==> src/rtl/xorshift_prng_engine_pkg.sv <==
// Shared definitions for the xorshift PRNG engine: FSM state encoding,
// default shift triple and the default (non-zero) seed.
package xorshift_prng_engine_pkg;

  typedef enum logic [1:0] {
    ST_IDLE = 2'd0,
    ST_GEN  = 2'd1,
    ST_DONE = 2'd2
  } xs_fsm_t;

  localparam int unsigned XS_WIDTH_DEFAULT = 16;
  localparam int unsigned XS_SH_A_DEFAULT  = 7;
  localparam int unsigned XS_SH_B_DEFAULT  = 9;
  localparam int unsigned XS_SH_C_DEFAULT  = 8;

  localparam logic [XS_WIDTH_DEFAULT-1:0] XS_SEED_DEFAULT = 16'hACE1;

endpackage

==> src/rtl/xorshift_step.sv <==
// One xorshift iteration: x ^= x<<SH_A; x ^= x>>SH_B; x ^= x<<SH_C (mod 2^WIDTH).
// Purely combinational, reusable by other generators.
// Ports:
//   i_x    : current state word
//   o_fx_c : next state word f(i_x)
module xorshift_step #(
  parameter int unsigned WIDTH = 16,
  parameter int unsigned SH_A  = 7,
  parameter int unsigned SH_B  = 9,
  parameter int unsigned SH_C  = 8
) (
  input  logic [WIDTH-1:0] i_x,
  output logic [WIDTH-1:0] o_fx_c
);

  logic [WIDTH-1:0] w_a;
  logic [WIDTH-1:0] w_b;

  // Logical shifts with zero fill; bits shifted past WIDTH are dropped.
  assign w_a    = i_x ^ (i_x << SH_A);
  assign w_b    = w_a ^ (w_a >> SH_B);
  assign o_fx_c = w_b ^ (w_b << SH_C);

endmodule

==> src/rtl/xorshift_prng_engine.sv <==
// Xorshift PRNG engine: seed register, step function, run counter, control
// FSM (IDLE/GEN/DONE) and a valid/ready output stream.
// Optional build macro XORSHIFT_WHITEN_EN: output word becomes f(x)+x
// (x = pre-step state); the state sequence itself is unchanged.
// Ports:
//   i_clk, i_rst  : clock, asynchronous active-high reset
//   i_seed_in     : seed value, loaded by i_seed_load in IDLE (zero -> SEED_DEFAULT)
//   i_count_in    : words to generate, latched by i_start in IDLE
//   o_busy        : FSM not in IDLE
//   o_rnd_out     : random word, o_out_valid/i_out_ready handshake
//   o_remaining   : words still to be accepted in the current run
//   o_done        : one-cycle pulse at end of run
module xorshift_prng_engine
  import xorshift_prng_engine_pkg::*;
#(
  parameter int unsigned         WIDTH        = XS_WIDTH_DEFAULT,
  parameter int unsigned         CNT_W        = 8,
  parameter int unsigned         SH_A         = XS_SH_A_DEFAULT,
  parameter int unsigned         SH_B         = XS_SH_B_DEFAULT,
  parameter int unsigned         SH_C         = XS_SH_C_DEFAULT,
  parameter logic [WIDTH-1:0]    SEED_DEFAULT = WIDTH'(XS_SEED_DEFAULT)
) (
  input  logic             i_clk,
  input  logic             i_rst,
  input  logic [WIDTH-1:0] i_seed_in,
  input  logic             i_seed_load,
  input  logic [CNT_W-1:0] i_count_in,
  input  logic             i_start,
  output logic             o_busy,
  output logic [WIDTH-1:0] o_rnd_out,
  output logic             o_out_valid,
  input  logic             i_out_ready,
  output logic [CNT_W-1:0] o_remaining,
  output logic             o_done
);

  xs_fsm_t          r_fsm;
  logic [WIDTH-1:0] r_state;
  logic [WIDTH-1:0] r_rnd;
  logic             r_valid;
  logic [CNT_W-1:0] r_remaining;
  logic             r_busy;
  logic             r_done;

  logic [WIDTH-1:0] w_seed_guard;
  logic [WIDTH-1:0] w_x;
  logic [WIDTH-1:0] w_fx;
  logic [WIDTH-1:0] w_word;

  // A zero state would lock xorshift at zero forever.
  assign w_seed_guard = (i_seed_in == '0) ? SEED_DEFAULT : i_seed_in;

  // A simultaneous seed_load + start in IDLE must run from the new seed.
  assign w_x = ((r_fsm == ST_IDLE) && i_seed_load) ? w_seed_guard : r_state;

  xorshift_step #(
    .WIDTH (WIDTH),
    .SH_A  (SH_A),
    .SH_B  (SH_B),
    .SH_C  (SH_C)
  ) u_step (
    .i_x    (w_x),
    .o_fx_c (w_fx)
  );

`ifdef XORSHIFT_WHITEN_EN
  assign w_word = w_fx + w_x;
`else
  assign w_word = w_fx;
`endif

  // Control FSM with registered outputs.
  always_ff @(posedge i_clk or posedge i_rst) begin
    if (i_rst) begin
      r_fsm       <= ST_IDLE;
      r_state     <= SEED_DEFAULT;
      r_rnd       <= '0;
      r_valid     <= 1'b0;
      r_remaining <= '0;
      r_busy      <= 1'b0;
      r_done      <= 1'b0;
    end else begin
      r_done <= 1'b0;
      case (r_fsm)
        ST_IDLE: begin
          if (i_seed_load) begin
            r_state <= w_seed_guard;
          end
          if (i_start) begin
            r_remaining <= i_count_in;
            r_busy      <= 1'b1;
            if (i_count_in != '0) begin
              r_fsm   <= ST_GEN;
              r_rnd   <= w_word;
              r_valid <= 1'b1;
              r_state <= w_fx;
            end else begin
              r_fsm  <= ST_DONE;
              r_done <= 1'b1;
            end
          end
        end
        ST_GEN: begin
          if (r_valid && i_out_ready) begin
            if (r_remaining > CNT_W'(1)) begin
              r_remaining <= r_remaining - CNT_W'(1);
              r_rnd       <= w_word;
              r_state     <= w_fx;
            end else begin
              // Last word accepted: state is not advanced again, so the
              // next run continues the sequence from here.
              r_remaining <= '0;
              r_valid     <= 1'b0;
              r_fsm       <= ST_DONE;
              r_done      <= 1'b1;
            end
          end
        end
        ST_DONE: begin
          r_fsm  <= ST_IDLE;
          r_busy <= 1'b0;
        end
        default: begin
          r_fsm   <= ST_IDLE;
          r_busy  <= 1'b0;
          r_valid <= 1'b0;
        end
      endcase
    end
  end

  assign o_busy      = r_busy;
  assign o_rnd_out   = r_rnd;
  assign o_out_valid = r_valid;
  assign o_remaining = r_remaining;
  assign o_done      = r_done;

endmodule

==> config.mk <==
export PLATFORM = sky130hd
export DESIGN_NAME = xorshift_prng_engine
export DESIGN_NICKNAME = d
export VERILOG_FILES = /design/src/rtl/xorshift_prng_engine_pkg.sv /design/src/rtl/xorshift_step.sv /design/src/rtl/xorshift_prng_engine.sv
export SDC_FILE = /design/constraint.sdc
export NUM_CORES = 1
export LEC_CHECK = 0
export ABC_AREA = 1
export CORE_ASPECT_RATIO = 2
export CORE_UTILIZATION = 48
export DETAILED_ROUTE_END_ITERATION = 10
export HOLD_SLACK_MARGIN = 0.06
export PLACE_DENSITY_LB_ADDON = 0.08
export SETUP_SLACK_MARGIN = 0.02
export SYNTH_ARGS = -nofsm -noshare
export SYNTH_HDL_FRONTEND = slang
export SYNTH_SLANG_ARGS = --single-unit
==> constraint.sdc <==
create_clock -name i_clk -period 1.7 [get_ports i_clk]
set_clock_uncertainty 0.05 [all_clocks]
set_input_delay 0.425 -clock i_clk [delete_from_list [all_inputs] [get_ports i_clk]]
set_output_delay 0.425 -clock i_clk [all_outputs]
set_load 0.03 [all_outputs]
==> out/qor.yml, run 1 <==
avgSynthCellArea_um2: 6.607
clockBufferDepth: 2
synth-edff-count: 0
grt-worst-endpoint: "o_rnd_out[13]$_DFFE_PP0P_/D"
tool.error: "[ERROR GRT-0232] Routing congestion too high. Check the congestion heatmap in the GUI."
io_pins: 56
ys.flop_type: "dfrtp_1"
syn_nets: 519
synth.yosys.seq_area_share: 0.3523
status: "aborted with a tool error"
dp_hpwl_mm: 7.604
synth_cell_types: 36
place_congestion: 0.9711
core.rowCount: 41
dp_worst_setup_slack_ns: -0.9520
cts_sinks: 45
endpoint_type: "sequential cell input"
cts.htree.levels: 2
cts_root_buffer: "clkbuf_16"
cts_buffers: 5
grt_max_degree: 46
initial_utilization: 0.5028
fp.dieW_um: 59.96
synth_area_um2: 3224
ys.warnings.count: 0
synth_cells: 488
portBuffers: 55
synth-seq-cells: 45
synthArstFlopShare: 1.000
haltStage: "global routing"
globalRouteTotalUtil: 0.9106
grt_overflow: 423
die_y_um: 117.9
==> timing repair <==
action                                  in CTS
hold buffers                                 0
gates cloned                                 4
endpoints found under the setup margin      71
gates resized for setup                    296
pin swaps                                   64
buffers inserted                            19
==> cells by family after synthesis <==
kind of cell,count (synthesis),share of synthesized area
AOI/OAI and AO/OA,72,0.1335
xor gates and xnor gates,9,0.03143
adders and majority gates,2,0.007760
buffers and inverters,64,0.08459
DFF,45,0.3523
and+or+nand+nor,296,0.3904
==> metrics by stage <==
stage	util	instance area [um2]	cells	setup TNS [ns]
3_3_place_gp	0.6964	4466	698	-25.02
2_1_floorplan	-	3254	488	-2.385
4_1_cts	0.8866	5685	729	-3.719
3_5_place_dp	0.6964	4466	698	-27.08
==> metal layers <==
metal | GRT overflow | track usage
met3 | 5 | 0.6176
met2 | 280 | 1.144
met5 | 0 | 0.02521
met1 | 4 | 0.8596
met4 | 134 | 1.070
==> synth_stat cells, types with 2 or more instances <==
library cell | count | area share
a21oi_1 | 25 | 0.039
a22oi_1 | 4 | 0.0093
a32o_1 | 2 | 0.0062
buf_2 | 5 | 0.0078
buf_4 | 3 | 0.0070
buf_6 | 2 | 0.0070
clkbuf_1 | 5 | 0.0058
dfrtp_1 | 37 | 0.29
dfstp_2 | 8 | 0.065
ha_1 | 2 | 0.0078
inv_1 | 45 | 0.052
inv_2 | 4 | 0.0047
nand2_1 | 189 | 0.22
nand2_2 | 2 | 0.0039
nand2_4 | 2 | 0.0070
nand3_1 | 64 | 0.099
nand3b_1 | 2 | 0.0047
nor2_1 | 26 | 0.030
nor3_1 | 2 | 0.0031
nor4_1 | 2 | 0.0039
o211ai_1 | 5 | 0.012
o21a_1 | 4 | 0.0093
o21ai_0 | 22 | 0.034
o21ai_1 | 4 | 0.0062
o21ai_2 | 3 | 0.0082
or2_2 | 4 | 0.0078
xnor2_1 | 4 | 0.011
xnor2_2 | 2 | 0.010
xor2_1 | 2 | 0.0054
==> run 2, diff against run 1 <==
Settings changed: CORE_ASPECT_RATIO 2 to unset, CORE_UTILIZATION 48 to 40, HOLD_SLACK_MARGIN 0.06 to unset, PLACE_DENSITY_LB_ADDON 0.08 to 0.15, SETUP_SLACK_MARGIN 0.02 to unset.
Clock period 1.7 ns to 2.21 ns, I/O delays scaled along.
==> run 2 against run 1 <==
The run now ends clean. Synthesized cell count unchanged. Area after synthesis is the same.
==> out/qor.yml, run 2 <==
status: "finished clean"
p_int_w: 0.004142
cp-startpoint: "i_count_in[3]"
synth.most_common_cell: "nand2_1"
synth-edff-count: 0  # unchanged
synthArstFlopShare: 1.000  # unchanged
antennaDiodeCount: 0
dr.pass1.iters: 5
die_y_um: 91.78  # -22%
cts.htree.levels: 2  # unchanged
r2r_cells: 11
synth_mux_area_frac: 0  # unchanged
place_congestion: 0.9447  # -2.7%
yosys-top-cells-count: "nand2_1 (189), nand3_1 (64), inv_1 (45), dfrtp_1 (37), nor2_1 (26)"
synth_cell_types: 36  # unchanged
io_pins: 56  # unchanged
layout-drive-gt1-share: 0.2699
grtUsageMet1: 0.3243
grtUsageMet3: 0.04892
synth-seq-cells: 45  # unchanged
critPathRequiredTime_ns: 2.42
synth.yosys.seq_area_share: 0.3523  # unchanged
grt_pass1_wl_mm: 16.64
antenna_found_initial: 0
cts_buffers: 5  # unchanged
portBuffers: 55  # unchanged
vdd_drop_max_uv: 619.7
core.rowCount: 32  # -22%
end_kind: "flip-flop"
rsz0062_at_grt: "true"
fin_hold_ws_ns: 0.4307
dp_cells: 706  # +1.1%
synth_top_family_by_area: "simple AND/OR/NAND/NOR gates"
avgSynthCellArea_um2: 6.607  # unchanged
grt_max_degree: 46
cts_tree: "done"
max_freq_ghz: 0.4734
min_period_over_period: 0.9559
tightest_slew_ns: 0.4370
clk_latency_ns: 0.31
synthTopCellsByArea: "dfrtp_1 (29%), nand2_1 (22%), nand3_1 (9.9%)"
seq_power_share: 0.193
synth_top_area_share: 0.2872  # unchanged
vias_per_cell: 5.054
fin_crit_ns: 2.112
cp-endpoint: "o_rnd_out[13]"
yosys.area.top_type: "dfrtp_1"
fp.dieW_um: 91.78  # +53%
maxCapViolations: 0
slew_headroom: 0.7083
crit_arrival_ns: 2.32
grt_overflow: 0
drc_errors: 0
yosys.area_share.adder: 0.007761  # unchanged
power_frac_comb: 0.734
synth-xor-area-share: 0.03143  # unchanged
ys.flop_type: "dfrtp_1"
p_sw_w: 0.004138
worstSetupPathType: "input pin to flip-flop"
synth-simple-area-share: 0.3904  # unchanged
finalWirelength_mm: 10.07
num_vias: 3624
clockBufferDepth: 2  # unchanged
hold_viol: 0
r2r-end: "r_state[12]"
synth_compound_area_frac: 0.1335  # unchanged
final_cell_mix: "nand2_1 (165), buf_4 (74), nand3_1 (50), inv_1 (43), clkdlybuf4s50_1 (38)"
initial_utilization: 0.4151  # -0.08772
grt_pass1_vias: 3503
ys.warnings.count: 0  # unchanged
final_nets: 645
top_usage_layer: "met2"
dieArea_um2: 8424
clk_pin_slew_ns: 0.10
min_path_type: "flip-flop to flip-flop"
ant_nets: 0
synth_cells: 488  # unchanged
leakagePower_nw: 2.562
slew_viol_final: 0
dp_hpwl_mm: 7.493  # -1.5%
syn_to_final_growth_pct: 49.51
met2_usage: 0.4104
synth_area_um2: 3224  # unchanged
power.density_nw_per_um2: 1717
syn_nets: 519  # unchanged
critPathLaunchType: "input pin"
path_max_fanout: 17
cts_sinks: 45  # unchanged
wl_per_cell_um: 14.05
worst-r2r-setup-slack_ns: 0.18
r2r-start: "r_fsm[1]"
globalRouteTotalUtil: 0.2486
fp.coreArea_um2: 7767
p_clk_frac: 0.073
setup_tns_ns: 0
setup_violations: 0
fin_cells: 717
fillCellCount: 728
drt_iter0_drc: 260
layout_commonest_cell: "nand2_1"
cts_root_buffer: "clkbuf_8"
hold_path_startpoint: "r_state[15]"
swShare: 0.4998
## run 2: layout make-up
cell class	instances	area (um2)	share of cell area
Sequential cell	45	1136	0.2357
Multi-Input combinational cell	380	2053	0.4259
Timing Repair Buffer	133	1216	0.2523
Tap cell	102	127.6	0.02647
Clock buffer	7	96.34	0.01998
Inverter	49	186.4	0.03867
Clock inverter	1	5.005	0.001038
## run 2: per-layer routing
layer,vias up,share of wire
li1,1827,-
met1,1651,0.45
met2,120,0.46
met3,26,0.053
met4,0,0.035
met5,-,0
## run 2: power groups by stage
stage / logic, W / registers (W) / clock network, W
after floorplan: 0.00307 / 0.00203 / 0
after global placement: 0.00563 / 0.00160 / 0
after detailed placement: 0.00570 / 0.00161 / 0
after CTS: 0.00577 / 0.00160 / 0.000603
after global routing: 0.00675 / 0.00166 / 0.000640
final: 0.00608 / 0.00160 / 0.000600
## run 2: how the worst min path moves through the flow
stage                     slack, ns  depth (start not counted)      endpoint
after floorplan                0.40                          2   r_state[10]
after global placement         0.41                          2  o_rnd_out[0]
after detailed placement       0.42                          2  o_rnd_out[5]
after CTS                      0.43                          2   r_state[15]
after global routing           0.45                          2   r_state[10]
final                          0.43                          2   r_state[15]
## run 2: timing repair
item                       4_1_cts  5_1_grt
pin swaps                        2       24
hold buffers                     0        0
buffers inserted                 2        0
gates cloned                     1        0
setup endpoints to repair       24       33
resized for setup                9       70
## run 2: logic make-up after synthesis
family | after synthesis
XOR/XNOR | 9
flip-flops | 45
adder cells (fa/ha/maj) | 2
AND/OR/NAND/NOR | 296
AO/OA/AOI/OAI | 72
buffers and inverters | 64
## run 2: per-stage QoR
stage | power (W) | cell area (um2) | setup slack, ns | util
after floorplan | 0.005101 | 3224 | 0.05181 | -
after global placement | 0.007227 | 4422 | -0.4549 | 0.5693
after detailed placement | 0.007316 | 4422 | -0.4162 | 0.5693
after CTS | 0.007974 | 4574 | 0.001774 | 0.5889
after global routing | 0.009046 | 4821 | -0.04849 | 0.6207
final | 0.008280 | 4821 | 0.09757 | 0.6207
## run 2: worst max-delay path, cell delays in order
cell and delay, ns:
clkdlybuf4s50_1 0.45, nor4_2 0.32, buf_4 0.16, nand2_1 0.06, buf_4 0.16, nor2_2 0.16
nor3_4 0.08, buf_12 0.16, nand3_1 0.10, o21a_1 0.12
Note: power is estimated with default switching activity, not from simulation.
